File: src/rtl/mul_seq_pkg.sv
// Shared types and constants for the serial shift-and-add multiplier.
// The width default and counter width live here so that every file sees the same sizes.
package mul_seq_pkg;
   localparam int W     = 11;
   localparam int CNT_W = $clog2(W);

   typedef enum logic [1:0] {
      IDLE = 2'd0,
      CALC = 2'd1,
      DONE = 2'd2
   } state_t;
endpackage

File: src/rtl/shift_add_mul_seq_adder.sv
// W-bit ripple-carry adder; purely combinational, so no latency or backpressure.
// This adder is the only arithmetic in the multiplier datapath.
module shift_add_mul_seq_adder #(
   parameter int W = 11
) (
   input  logic [W-1:0] a,
   input  logic [W-1:0] b,
   input  logic         cin,
   output logic [W-1:0] s,
   output logic         cout
);
   logic w_carry;

   // A scalar carry walked bit by bit keeps the chain free of self-referencing vectors.
   always_comb begin
      w_carry = cin;
      s       = '0;
      for (int i = 0; i < W; i++) begin
         s[i]    = a[i] ^ b[i] ^ w_carry;
         w_carry = (a[i] & b[i]) | (w_carry & (a[i] ^ b[i]));
      end
      cout = w_carry;
   end
endmodule

File: src/rtl/shift_add_mul_seq.sv
// Serial radix-2 shift-and-add unsigned multiplier; W cycles from acceptance to out_valid.
// in_ready is low from acceptance until the product is taken; out_valid/product hold under backpressure.
module shift_add_mul_seq
   import mul_seq_pkg::*;
#(
   parameter int W = mul_seq_pkg::W
) (
   input  logic           clk,
   input  logic           rst_n,
   input  logic           in_valid,
   output logic           in_ready,
   input  logic [W-1:0]   a_in,
   input  logic [W-1:0]   b_in,
   output logic           out_valid,
   input  logic           out_ready,
   output logic [2*W-1:0] product,
   output logic           busy
);
   localparam int CW = $clog2(W);

   state_t           r_state;
   logic [W-1:0]     r_m;
   logic [W-1:0]     r_q;
   logic [W-1:0]     r_acc;
   logic [CW-1:0]    r_cnt;
   logic [2*W-1:0]   r_product;
   logic             r_in_ready;
   logic             r_out_valid;
   logic             r_busy;

   logic [W-1:0]     w_addend;
   logic [W-1:0]     w_sum;
   logic             w_cout;
   logic [2*W-1:0]   w_next;

   assign w_addend = r_q[0] ? r_m : '0;
   // The (W+1)-bit sum lands on top of Q shifted right by one; the carry becomes ACC's MSB.
   assign w_next   = {w_cout, w_sum, r_q[W-1:1]};

   shift_add_mul_seq_adder #(.W(W)) u_adder (
      .a    (r_acc),
      .b    (w_addend),
      .cin  (1'b0),
      .s    (w_sum),
      .cout (w_cout)
   );

   always_ff @(posedge clk) begin
      if (!rst_n) begin
         r_state     <= IDLE;
         r_m         <= '0;
         r_q         <= '0;
         r_acc       <= '0;
         r_cnt       <= '0;
         r_product   <= '0;
         r_in_ready  <= 1'b1;
         r_out_valid <= 1'b0;
         r_busy      <= 1'b0;
      end else begin
         case (r_state)
            IDLE: begin
               if (in_valid) begin
                  r_m        <= a_in;
                  r_q        <= b_in;
                  r_acc      <= '0;
                  r_cnt      <= '0;
                  r_state    <= CALC;
                  r_in_ready <= 1'b0;
                  r_busy     <= 1'b1;
               end
            end
            CALC: begin
               {r_acc, r_q} <= w_next;
               r_cnt        <= r_cnt + CW'(1);
               if (r_cnt == CW'(W - 1)) begin
                  r_state     <= DONE;
                  r_product   <= w_next;
                  r_out_valid <= 1'b1;
               end
            end
            DONE: begin
               if (out_ready) begin
                  r_state     <= IDLE;
                  r_out_valid <= 1'b0;
                  r_in_ready  <= 1'b1;
                  r_busy      <= 1'b0;
               end
            end
            default: begin
               r_state     <= IDLE;
               r_out_valid <= 1'b0;
               r_in_ready  <= 1'b1;
               r_busy      <= 1'b0;
            end
         endcase
      end
   end

   assign in_ready  = r_in_ready;
   assign out_valid = r_out_valid;
   assign product   = r_product;
   assign busy      = r_busy;
endmodule
File: config.mk
export PLATFORM = sky130hd
export DESIGN_NAME = shift_add_mul_seq
export DESIGN_NICKNAME = d
export VERILOG_FILES = /design/src/rtl/mul_seq_pkg.sv /design/src/rtl/shift_add_mul_seq_adder.sv /design/src/rtl/shift_add_mul_seq.sv
export SDC_FILE = /design/constraint.sdc
export NUM_CORES = 1
export LEC_CHECK = 0
export CAP_MARGIN = 30
export CORE_AREA = 5 5 93 95
export DETAILED_ROUTE_END_ITERATION = 8
export DIE_AREA = 0 0 98 100
export PLACE_DENSITY_LB_ADDON = 0.3
export SKIP_CTS_REPAIR_TIMING = 1
export SYNTH_ARGS = -nofsm -noshare
export SYNTH_HDL_FRONTEND = slang
export SYNTH_SLANG_ARGS = --single-unit
File: constraint.sdc
create_clock -name clk -period 5.5 [get_ports clk]
set_input_delay 1.375 -clock clk [delete_from_list [all_inputs] [get_ports clk]]
set_output_delay 1.375 -clock clk [all_outputs]
set_load 0.02 [all_outputs]
==> impl_summary.log <==
INFO  metric maxCapViolCount = 0
INFO  metric cts_buffers = 9
INFO  metric global_route.usage.met1 = 17.56%
INFO  metric ir_drop = between 0.09 and 0.1 mV
INFO  metric clk_root_buffer_cell = sky130_fd_sc_hd__clkbuf_8
INFO  metric worst_clock_skew = 0.008801 ns
INFO  metric clk-insertion-delay-late = 0.33 ns
INFO  metric antenna_cells_inserted = 0
INFO  metric crit_path_most_repeated_cell = sky130_fd_sc_hd__fa_1
INFO  metric worst_ep_arrival_time = 4.99 ns
INFO  metric design.core.area = around 7600 um2
INFO  metric cp_top_delay_family = adder cells
INFO  metric net-switching-power = 241.0 uW
INFO  metric comb_power_share = 9.3%
INFO  metric cts_num_sinks = 64
INFO  metric crit_slowest_cell = sky130_fd_sc_hd__dfxtp_1
INFO  metric synth_area_per_cell = ~9.1 um2
INFO  metric internal_power = 694.9 uW
INFO  metric synth-seq-area-share = 42.51%
INFO  metric worst_ep_required_time = ~5.7 ns
INFO  metric synth_warn = 0
INFO  metric grt_use_met3 = under 10%
INFO  metric status = completed
INFO  metric drt_iter0_markers = 94
INFO  metric period_share = around 87%
INFO  metric timing.critical_path.slowest_cell_delay = between 0.5 and 0.6 ns
INFO  metric final_cell_area = 3686 um2
INFO  metric worstPathCellList = and2_1 > ha_1 > inv_1 > fa_1 > fa_1 > fa_1 > fa_1 > fa_1 > inv_1 > fa_1 > inv_1 > fa_1 > inv_1 > fa_1 > fa_1 > inv_1 > fa_1 > nor2_1 > o21a_1
INFO  metric relSlewSlack = 34.43%
INFO  metric gpl.final_weighted_congestion = between 0.7 and 0.8
INFO  metric synthToLayoutAreaGrowth = 22.29%
INFO  metric multi_input_comb_area = 1549 um2
INFO  metric setup-violations-final = 0
INFO  metric clockPowerShare = 37.8%
INFO  metric placedInstanceArea = 3513 um2
INFO  metric ys_seq_elements = 64
INFO  metric drt-wirelength-per-cell = 13.48 um
INFO  metric fin_tns_setup = 0 ns
INFO  metric synthesis.instances = 332
INFO  metric setup.worst_path.start_class = flip-flop
INFO  metric cts_buffer_depth = 2
INFO  metric setup_slack = ~0.73 ns
INFO  metric ff_latch_area = 1281 um2
INFO  metric seq_power_share = 52.9%
INFO  metric overflow_after_grt = 0
INFO  metric worst_slew_pin_slew = 0.9821 ns
INFO  metric critical_path.endpoint_type = flip-flop
INFO  metric cp_max_fo = 12
INFO  metric synth_nets = about 370
INFO  metric grt_first_pass_wirelength = around 11000 um
INFO  metric die-height = 100 um
INFO  metric power.share.switching = between 20% and 30%
INFO  metric initial_utilization = 39.41%
INFO  metric antenna_violations_before_repair = 0
INFO  metric place.port_buffers = 50
INFO  metric power.density_cell_area = 253.9 nW/um2
INFO  metric cp.buffers_inverters = 5
INFO  metric fillCellCount = 748
INFO  metric holdWs = 0.4539 ns
INFO  metric global_route.usage.total = approximately 14%
INFO  metric dpl_worst_slack = 0.7541 ns
INFO  metric grt_pass1_vias = 2318
INFO  metric final-hold-violation-count = 0
INFO  metric fin_nets = just over 400
INFO  metric pin_count_of_the_biggest_net_entering_global_routing = 60
INFO  metric critical_path_class = reg2reg
INFO  metric final_layout_size_suffix_gt1_share = 8.824%
INFO  metric fmax = 209.8 MHz
INFO  metric grt-busiest-layer = met2
INFO  metric placement_rows = 32
INFO  metric route.final.wire_length = 6417 um
INFO  metric cellLeakagePower = 1.319 nW
INFO  metric place_hpwl = 4260 um
INFO  metric groute.layer.met2.usage = 22.67%
INFO  metric post_synth_num_cell_types = 32
INFO  metric floorplan.die_area = 9800 um2
INFO  metric synth_area = 3014 um2
INFO  metric layout_min_cycle_time = 4.766 ns
INFO  metric antenna_violating_nets_post_route = 0
INFO  metric dr.pass1.iters = 4
INFO  metric path_clk_slew = 0.07 ns
INFO  metric via_per_inst = 4.790
INFO  metric final-max-slew-violation-count = 0
INFO  metric grt_setup_unrepaired = false
INFO  metric detailroute.via_count = between 2000 and 2500
INFO  metric drt_drc_violations_left = 0
INFO  metric cts_tree = yes
INFO  metric i_o_pin_count = 51
INFO  metric hold_path_class = reg2reg
INFO  metric die_w = 98 um
INFO  metric cts_h_tree_depth = 3
==> layout make-up <==
type                    count  area share (%)
well taps                 102           3.462
multi-input cells         229           42.02
flip-flops and latches     64           34.76
repair buffers             51           13.65
inverters                  14           1.426
clock inverters             6          0.9504
clock buffers              10           3.734
==> Yosys cell counts <==
library cell	n	area share, %
sky130_fd_sc_hd__clkbuf_1	12	1.5
sky130_fd_sc_hd__nand4_1	1	0.21
sky130_fd_sc_hd__nor3_1	5	0.83
sky130_fd_sc_hd__a21oi_1	12	2.0
sky130_fd_sc_hd__nor2_1	19	2.4
sky130_fd_sc_hd__dfxtp_1	64	43
sky130_fd_sc_hd__nor3b_4	1	0.62
sky130_fd_sc_hd__ha_1	3	1.2
sky130_fd_sc_hd__a21boi_0	9	2.2
sky130_fd_sc_hd__and3_1	7	1.5
sky130_fd_sc_hd__nand4b_2	1	0.50
sky130_fd_sc_hd__nand3_1	4	0.66
sky130_fd_sc_hd__o21ba_2	1	0.33
sky130_fd_sc_hd__o21a_1	11	2.7
sky130_fd_sc_hd__xnor2_1	1	0.29
sky130_fd_sc_hd__a21boi_1	5	1.2
sky130_fd_sc_hd__nand2b_1	10	2.1
sky130_fd_sc_hd__mux2i_1	23	7.6
sky130_fd_sc_hd__buf_2	9	1.5
sky130_fd_sc_hd__nor2b_1	13	2.7
sky130_fd_sc_hd__nand2_1	70	8.7
sky130_fd_sc_hd__buf_6	3	1.1
sky130_fd_sc_hd__and2_1	5	1.0
sky130_fd_sc_hd__or3b_1	1	0.29
sky130_fd_sc_hd__inv_1	14	1.7
sky130_fd_sc_hd__nor3b_1	2	0.50
sky130_fd_sc_hd__o21ai_0	2	0.33
sky130_fd_sc_hd__nor2_4	1	0.37
sky130_fd_sc_hd__nand3b_1	1	0.25
sky130_fd_sc_hd__buf_4	1	0.25
sky130_fd_sc_hd__o221a_2	11	4.1
sky130_fd_sc_hd__fa_1	10	6.6
==> power by group through the flow <==
stage | Sequential, mW | Combinational [mW] | Clock (mW)
6_report | 0.495 | 0.0868 | 0.354
5_1_grt | 0.497 | 0.0974 | 0.387
4_1_cts | 0.495 | 0.0877 | 0.365
3_5_place_dp | 0.505 | 0.0871 | 0
3_3_place_gp | 0.505 | 0.0864 | 0
2_1_floorplan | 0.498 | 0.0615 | 0
==> metal layers <==
layer  routed length, um  part of all wire [%]
met2                3009                    47
met1                3033                    47
met5                   0                     0
met4                 121                   1.9
met3                 252                   3.9
==> state kept, by name, summed over array words and instances, names as in the netlist <==
register and cells:
out_valid 1, r_acc 11, busy 1, r_m 11, r_cnt 4, r_q 11
r_state 2, product 22, in_ready 1
==> placed cells by master, fill, tap and decap left out, types with 5 or more instances in the layout <==
| cell type | count |
|---|---|
| sky130_fd_sc_hd__nor2_1 | 19 |
| sky130_fd_sc_hd__nor3_1 | 5 |
| sky130_fd_sc_hd__mux2i_1 | 23 |
| sky130_fd_sc_hd__a21oi_1 | 12 |
| sky130_fd_sc_hd__a21boi_0 | 9 |
| sky130_fd_sc_hd__and3_1 | 7 |
| sky130_fd_sc_hd__clkdlybuf4s50_1 | 49 |
| sky130_fd_sc_hd__o21a_1 | 11 |
| sky130_fd_sc_hd__nand2_1 | 70 |
| sky130_fd_sc_hd__clkbuf_8 | 10 |
| sky130_fd_sc_hd__dfxtp_1 | 64 |
| sky130_fd_sc_hd__inv_1 | 14 |
| sky130_fd_sc_hd__a21boi_1 | 5 |
| sky130_fd_sc_hd__and2_1 | 5 |
| sky130_fd_sc_hd__o221a_2 | 11 |
| sky130_fd_sc_hd__nor2b_1 | 13 |
| sky130_fd_sc_hd__fa_1 | 10 |
| sky130_fd_sc_hd__nand2b_1 | 10 |
==> path summary, 6_finish.rpt <==
| path | depth (start not counted) | end | slack (ns) | start |
|---|---|---|---|---|
| setup reg to reg | 19 | r_acc[9] | 0.73 | r_q[0] |
| setup / recovery | 19 | r_acc[9] | 0.73 | r_q[0] |
| hold / removal | 2 | product[9] | 0.45 | product[9] |
| hold reg to reg | 2 | product[9] | 0.45 | product[9] |
==> kinds of logic (layout without fill, tap and decap cells) <==
group	after synthesis	after routing	share of synthesized area, %
and+or+nand+nor	141	141	22.58
DFF	64	64	42.51
AOI/OAI and AO/OA	51	51	12.99
buffers and inverters	39	81	6.102
muxes	23	23	7.638
adders and majority gates	13	13	7.887
xor gates and xnor gates	1	1	0.2906
==> worst register-to-register path, stage by stage, from the launching register on <==
cell	delay, ns
sky130_fd_sc_hd__dfxtp_1	0.54
sky130_fd_sc_hd__and2_1	0.19
sky130_fd_sc_hd__ha_1	0.13
sky130_fd_sc_hd__inv_1	0.04
sky130_fd_sc_hd__fa_1	0.37
sky130_fd_sc_hd__fa_1	0.39
sky130_fd_sc_hd__fa_1	0.39
sky130_fd_sc_hd__fa_1	0.40
sky130_fd_sc_hd__fa_1	0.38
sky130_fd_sc_hd__inv_1	0.07
sky130_fd_sc_hd__fa_1	0.16
sky130_fd_sc_hd__inv_1	0.05
sky130_fd_sc_hd__fa_1	0.35
sky130_fd_sc_hd__inv_1	0.07
sky130_fd_sc_hd__fa_1	0.18
sky130_fd_sc_hd__fa_1	0.17
sky130_fd_sc_hd__inv_1	0.05
sky130_fd_sc_hd__fa_1	0.48
sky130_fd_sc_hd__nor2_1	0.05
sky130_fd_sc_hd__o21a_1	0.21
==> metrics by stage <==
step,cells,power (mW),util (%)
after CTS,476,0.9470,48.20
final,476,0.9359,48.20
after global placement,460,0.5911,45.94
after floorplan,332,0.5598,-
after global routing,476,0.9819,48.20
after detailed placement,460,0.5924,45.94
Power figures use the tool's default switching activity.
